[src/rtl/mem_line_controller.sv]
// Line-granular memory front end: arbitrates fill (line read) vs writeback (line write)
// and sequences LINE_WORDS word accesses. Define MEM_CTRL_WB_PRIORITY_EN for fixed writeback priority.
//
// state     | meaning
// S_IDLE    | arbitrating; grant is combinational on the pending requests
// S_WB      | accepting writeback beats, one memory write per accepted beat
// S_RD_REQ  | presenting the read address until memory signals ready
// S_RD_WAIT | waiting for read data; each returned word is a fill beat
module mem_line_controller #(
  parameter int WORD_WIDTH = 32,
  parameter int ADDR_WIDTH = 32,
  parameter int LINE_WORDS = 8,
  localparam int OFF = $clog2(LINE_WORDS),
  localparam int LA  = ADDR_WIDTH - 2 - OFF
) (
  input  logic                  clk,
  input  logic                  rst,
  input  logic                  fill_req,
  input  logic [LA-1:0]         fill_addr,
  output logic                  fill_gnt,
  output logic [WORD_WIDTH-1:0] fill_data,
  output logic                  fill_valid,
  output logic                  fill_last,
  input  logic                  wb_req,
  input  logic [LA-1:0]         wb_addr,
  output logic                  wb_gnt,
  input  logic [WORD_WIDTH-1:0] wb_data,
  input  logic                  wb_data_valid,
  output logic                  wb_data_ready,
  output logic                  wb_done,
  output logic [WORD_WIDTH-1:0] mem_write_data,
  output logic [ADDR_WIDTH-3:0] mem_write_addr,
  output logic                  mem_write_en,
  output logic [ADDR_WIDTH-3:0] mem_read_addr,
  output logic                  mem_read_addr_valid,
  input  logic [WORD_WIDTH-1:0] mem_read_data,
  input  logic                  mem_read_ready,
  input  logic                  mem_read_valid
);

  typedef enum logic [1:0] {S_IDLE, S_WB, S_RD_REQ, S_RD_WAIT} state_t;

  state_t          r_state;
  logic [OFF-1:0]  r_cnt;
  logic [LA-1:0]   r_base;
  logic            r_rr_last_wb;

  logic            w_pick_fill;
  logic            w_idle_ok;
  logic            w_last;
  logic [ADDR_WIDTH-3:0] w_beat_addr;

`ifdef MEM_CTRL_WB_PRIORITY_EN
  assign w_pick_fill = fill_req & ~wb_req;
`else
  assign w_pick_fill = fill_req & (~wb_req | r_rr_last_wb);
`endif

  // Grants are suppressed while reset is held so nothing is accepted mid-reset.
  assign w_idle_ok   = (r_state == S_IDLE) & rst;
  assign fill_gnt    = w_idle_ok & w_pick_fill;
  assign wb_gnt      = w_idle_ok & wb_req & ~w_pick_fill;
  assign w_last      = (r_cnt == OFF'(LINE_WORDS - 1));
  assign w_beat_addr = {r_base, r_cnt};

  always_comb begin
    wb_data_ready       = 1'b0;
    mem_write_en        = 1'b0;
    wb_done             = 1'b0;
    mem_read_addr_valid = 1'b0;
    fill_valid          = 1'b0;
    fill_last           = 1'b0;
    mem_write_addr      = w_beat_addr;
    mem_read_addr       = w_beat_addr;
    mem_write_data      = wb_data;
    fill_data           = mem_read_data;
    if (rst) begin
      case (r_state)
        S_WB: begin
          wb_data_ready = 1'b1;
          mem_write_en  = wb_data_valid;
          wb_done       = wb_data_valid & w_last;
        end
        S_RD_REQ:  mem_read_addr_valid = 1'b1;
        S_RD_WAIT: begin
          fill_valid = mem_read_valid;
          fill_last  = mem_read_valid & w_last;
        end
        default: ;
      endcase
    end
  end

  always_ff @(posedge clk) begin
    if (!rst) begin
      r_state      <= S_IDLE;
      r_cnt        <= '0;
      r_base       <= '0;
      r_rr_last_wb <= 1'b1;
    end else begin
      case (r_state)
        S_IDLE: begin
          if (fill_gnt) begin
            r_base       <= fill_addr;
            r_cnt        <= '0;
            r_rr_last_wb <= 1'b0;
            r_state      <= S_RD_REQ;
          end else if (wb_gnt) begin
            r_base       <= wb_addr;
            r_cnt        <= '0;
            r_rr_last_wb <= 1'b1;
            r_state      <= S_WB;
          end
        end
        S_WB: begin
          if (wb_data_valid) begin
            r_cnt <= r_cnt + OFF'(1);
            if (w_last) r_state <= S_IDLE;
          end
        end
        S_RD_REQ: begin
          if (mem_read_ready) r_state <= S_RD_WAIT;
        end
        S_RD_WAIT: begin
          if (mem_read_valid) begin
            r_cnt   <= r_cnt + OFF'(1);
            r_state <= w_last ? S_IDLE : S_RD_REQ;
          end
        end
        default: r_state <= S_IDLE;
      endcase
    end
  end

endmodule
[config.mk]
export PLATFORM = sky130hd
export DESIGN_NAME = mem_line_controller
export DESIGN_NICKNAME = d
export VERILOG_FILES = /design/src/rtl/mem_line_controller.sv
export SDC_FILE = /design/constraint.sdc
export NUM_CORES = 1
export LEC_CHECK = 0
export BUFFER_PORTS_ARGS = -buffer_cell sky130_fd_sc_hd__clkbuf_2
export CORE_AREA = 2 2 99 101
export CTS_BUF_LIST = sky130_fd_sc_hd__clkbuf_16
export CTS_CLUSTER_SIZE = 25
export DETAILED_ROUTE_END_ITERATION = 8
export DIE_AREA = 0 0 101 103
export PLACE_DENSITY = 0.66
export SYNTH_ARGS = -nofsm -noshare
export SYNTH_HDL_FRONTEND = slang
export SYNTH_SLANG_ARGS = --single-unit
[constraint.sdc]
create_clock -name clk -period 2.1 [get_ports clk]
set_clock_uncertainty 0.1 [all_clocks]
set_input_delay 0.105 -clock clk [delete_from_list [all_inputs] [get_ports clk]]
set_output_delay 0.105 -clock clk [all_outputs]
set_load 0.05 [all_outputs]
### Word-level counts from Yosys, hierarchy flattened

Cells that the tools add are included.

* bits in registers: 33
* input bits: 125
* output and inout port bits: 132
* word-level logic and storage cells: 59

* $add $sub $neg: 1
* equality and inequality tests: 9
* muxes and demuxes: 29
* bitwise gates (word level): 10
* reductions and logical operators: 6

Operators with widths (count)
* $mux 27: 2
* $mux 1: 14
* $mux 2: 7
* $mux 3: 4
* $pmux 3 s3: 1
* $ne 2x2->1 const B: 4
* $pmux 2 s4: 1
* $and 1x1->1: 7
* $reduce_and 5->1: 1
* $eq 2x2->1 const B: 2
* $reduce_and 4->1: 1
* $add 3x1->3 const B: 1
* $eq 3x3->1 const B: 1
* $ne 3x3->1 const B: 1
* $reduce_bool 3->1: 1
* $eq 2x1->1 const B: 1
* $logic_not 2->1: 1
* $not 1->1: 2
* $reduce_and 2->1: 1
* $reduce_bool 2->1: 1
* $or 1x1->1: 1

### Depth between registers and ports, before layout

* word-level depth: 8
* gate-level depth with buffers: 6
* depth with buffers taken out: 5

### Worst setup path after synthesis

OpenSTA, ideal clock, no wires.

* kind: register -> output
* start point: register r_state[0]
* end point: output port wb_done
* arrival: 1.773 ns
* required time: 1.895 ns
* path slack: 0.122 ns
* cell stages (with the launch flop): 5
* path buffers: 1
* path through: dfxtp_1 > buf_2 > nand2_1 > nor2_1 > and3_1

* longest elaborated chain between the ends: 3

RTL lines
* from (decl): line 43 `state_t r_state;`
* from (signal assigned): line 127 `r_state <= w_last ? S_IDLE : S_RD_REQ;`
* $eq 2x1->1: line 78 `case (r_state)`
* $mux 1: line 78
* $mux 1: line 77 `if (rst) begin`
* to (decl): line 30 `output logic wb_done,`

No other way between the ends.

### Worst setup path in the final report

* start point: register r_rr_last_wb
* end point: output port fill_gnt

* longest elaborated chain between the ends: 3

RTL lines
* from (decl): line 46 `logic r_rr_last_wb;`
* from (signal assigned): line 99 `r_rr_last_wb <= 1'b1;`
* from (signal assigned): line 106 `r_rr_last_wb <= 1'b0;`
* from (signal assigned): line 111 `r_rr_last_wb <= 1'b1;`
* $or 1x1->1: line 56 `assign w_pick_fill = fill_req & (~wb_req | r_rr_last_wb);`
* $and 1x1->1: line 56
* $and 1x1->1: line 61 `assign fill_gnt = w_idle_ok & w_pick_fill;`
* to (decl): line 20 `output logic fill_gnt,`

No other way between the ends.

==> results by group <==
Power and ir drop
  • Pint: ~1.4 mW
  • PwrDens: 855 nW/um2
  • Leakage: 1.46 nW
  • Comb power frac: ~40%
  • Psw: ~1.0 mW
  • Tot Pwr: 2.42 mW
  • VDD IR-drop max: 0.251 mV
  • Flop pwr share: between 30% and 40%
  • Sw Share: a little over two fifths
  • Clk pwr share: 29.2%

Final layout
  • Final Non-Filler Cells: about 470
  • Commonest non-fill, non-tap cell in the layout: clkbuf_2
  • Post-layout util: around 30%
  • Layout cells sized above 1: 49.3%
  • Inserted Diodes: 0
  • Finished Cell Area: approximately 2800 um2
  • Fillers: about 1k
  • NumNets Final: a little under 500
  • Leading cell types in the layout, fill and taps excluded: 128 x clkbuf_2, 37 x nand2_1, 33 x dfxtp_1
  • Area Overhead vs Synth: 5.94%

Setup path
  • Worst setup SP type: flip-flop
  • Crit-path max FO: 15
  • Crit Path Class: flip-flop to primary output
  • Worst Path Arrival: between 1500 and 2000 ps
  • WP data required: roughly 1900 ps
  • Critical path endpoint category: primary output

Timing
  • Smallest hold slack: 93.5 ps
  • Period utilization: between 80 and 90%
  • Min cycle time layout: about 1700 ps
  • Endpoints failing setup: 0
  • Max-slew violation count: 0
  • Final hold vios: 0
  • Unrepaired setup endpoints after global routing: no
  • Final setup margin: approximately 370 ps
  • Final setup TNS: 0 ps
  • Max-slew headroom: between 60% and 70%
  • Fmax: slightly below 600 MHz
  • Worst Tran Pin Value: between 500 and 600 ps

Detailed routing
  • Via count: between 2k and 2.5k
  • Routed WL per cell: approximately 15 um
  • First DRT Iteration DRCs: 91
  • DRT antenna net count: 0
  • Final WL: between 7 and 8 mm
  • Drt drc: 0
  • Via-to-Cell Ratio: roughly 5.0
  • 1st-pass router iterations: 4

Logic synthesis
  • FFs w/ async S/R, synth: 0%
  • Syn. warnings: 0
  • Area of the mapped netlist: 2680 um2
  • Mapped Cells: ~330
  • Register bit count reported by yosys: 33
  • Post-synthesis cell type count: 32
  • Avg Inst Size Synth: between 8 and 9 um2
  • Number of flops mapped to enable cells by yosys: 0
  • Post-synth top flop: dfxtp_1
  • Post-synthesis sequential area ratio: ~25%
  • Syn Nets: approximately 460

CTS
  • Num Clock Sinks: 33
  • Clk pin slew, worst setup/hold paths: roughly 50 ps
  • Clk_lat worst skew: around 280 ps
  • H-tree depth: 2
  • # Post-CTS Setup Buffers: 0
  • Cts hold-fix bufs: 0
  • Clk buf depth: 2
  • Clk root buf: clkbuf_16
  • PostCTS Resize Cnt: 0
  • CTS tree: yes
  • TritonCTS buffer count: 5

Die
  • Core ar.: approximately 9500 um2
  • Die Area: 10400 um2
  • Top Ports: 257
  • Starting density of the core: 28.3%
  • Die extent in y: 103 um
  • Die width: about 100 um
  • # rows: 36

Global route
  • Largest net degree at the start of global routing: 43
  • First-pass GRT wire length: between 10 and 15 mm
  • Gr usage total: 13.0%
  • Initial antenna violation count: 0
  • Gr ovfl total: 0
  • Vias in the first global route: just over 2k

Placement
  • Gpl congestion: approximately 0.79
  • Port Buffer Count: between 100 and 150
  • Pre-CTS setup slack: between 400 and 500 ps
  • Cell Area, Placed: roughly 2700 um2
  • Post-DP HPWL: about 5.5 mm
  • Placed insts: approximately 460

Outcome
  • Status: complete, no violations

Hold path
  • Worst hold path class: input port to flip-flop

Job
  • Max-cap violations: 0
[synthesized netlist by cell type, types with 2 or more instances]
cell type / n / area (um2)
inv_1: 29 / 109
buf_4: 95 / 713
nand3_1: 2 / 10.0
nand2b_1: 3 / 18.8
ha_1: 2 / 25.0
nand2_1: 37 / 139
buf_2: 9 / 45.0
nor2_1: 4 / 15.0
and3_1: 2 / 12.5
o211ai_1: 27 / 203
buf_8: 2 / 30.0
o221a_2: 26 / 293
dfxtp_1: 33 / 661
and2_1: 2 / 12.5
a31oi_1: 27 / 169
o22ai_1: 4 / 25.0
clkbuf_1: 15 / 56.3
[flip-flops by register name, indices dropped and copies added (netlist names)]
signal and flops:
r_base 27, r_state 2, r_rr_last_wb 1, r_cnt 3
[critical path, cell delays in order, from the launching register on]
cell      delay [ps]
dfxtp_1          370
nand2b_1         140
buf_4            220
nand3_1          170
inv_1             90
clkbuf_2         270
[worst paths after layout]
kind	start	slack, ps	end	cells after the start
worst min register to register	r_cnt[2]	410	r_cnt[2]	2
worst max-delay path	r_rr_last_wb	370	fill_gnt	5
worst max register to register	r_state[1]	430	r_base[1]	3
worst min-delay path	mem_read_ready	90	r_state[0]	3
[cell type report]
class	count	area [um2]	share of cell area (%)
clock inverter	3	13.8	0.485
multi-input combinational	149	1060	37.2
tap	114	143	5.03
clock buffer	5	125	4.41
timing repair buffer	138	728	25.7
inverter	29	109	3.84
sequential	33	661	23.3
[layer usage]
| layer | vias up | GRT usage [%] | share of wire [%] |
|---|---|---|---|
| met1 | 1072 | 13.9 | 38 |
| met5 | - | 0 | 0 |
| met3 | 34 | 5.15 | 10 |
| li1 | 1115 | - | - |
| met2 | 144 | 21.8 | 49 |
| met4 | 0 | 7.80 | 3.4 |
[power groups by stage]
stage	clock, mW	combinational, mW	sequential (mW)
2_1_floorplan	0	0.951	0.958
6_report	0.708	0.958	0.757
5_1_grt	0.749	1.02	0.769
3_3_place_gp	0	0.953	0.768
4_1_cts	0.721	0.965	0.758
3_5_place_dp	0	0.963	0.771
[kinds of logic (layout without fill, tap and decap cells)]
group                      after synthesis  after routing  synth area share (%)
buffers and inverters                  152            175                  36.2
adders and majority gates                2              2                 0.935
muxes                                    1              1                 0.374
AOI/OAI and AO/OA                       90             90                  27.7
and+or+nand+nor                         56             56                  10.1
DFF                                     33             33                  24.7
Power figures use the tool's default switching activity.
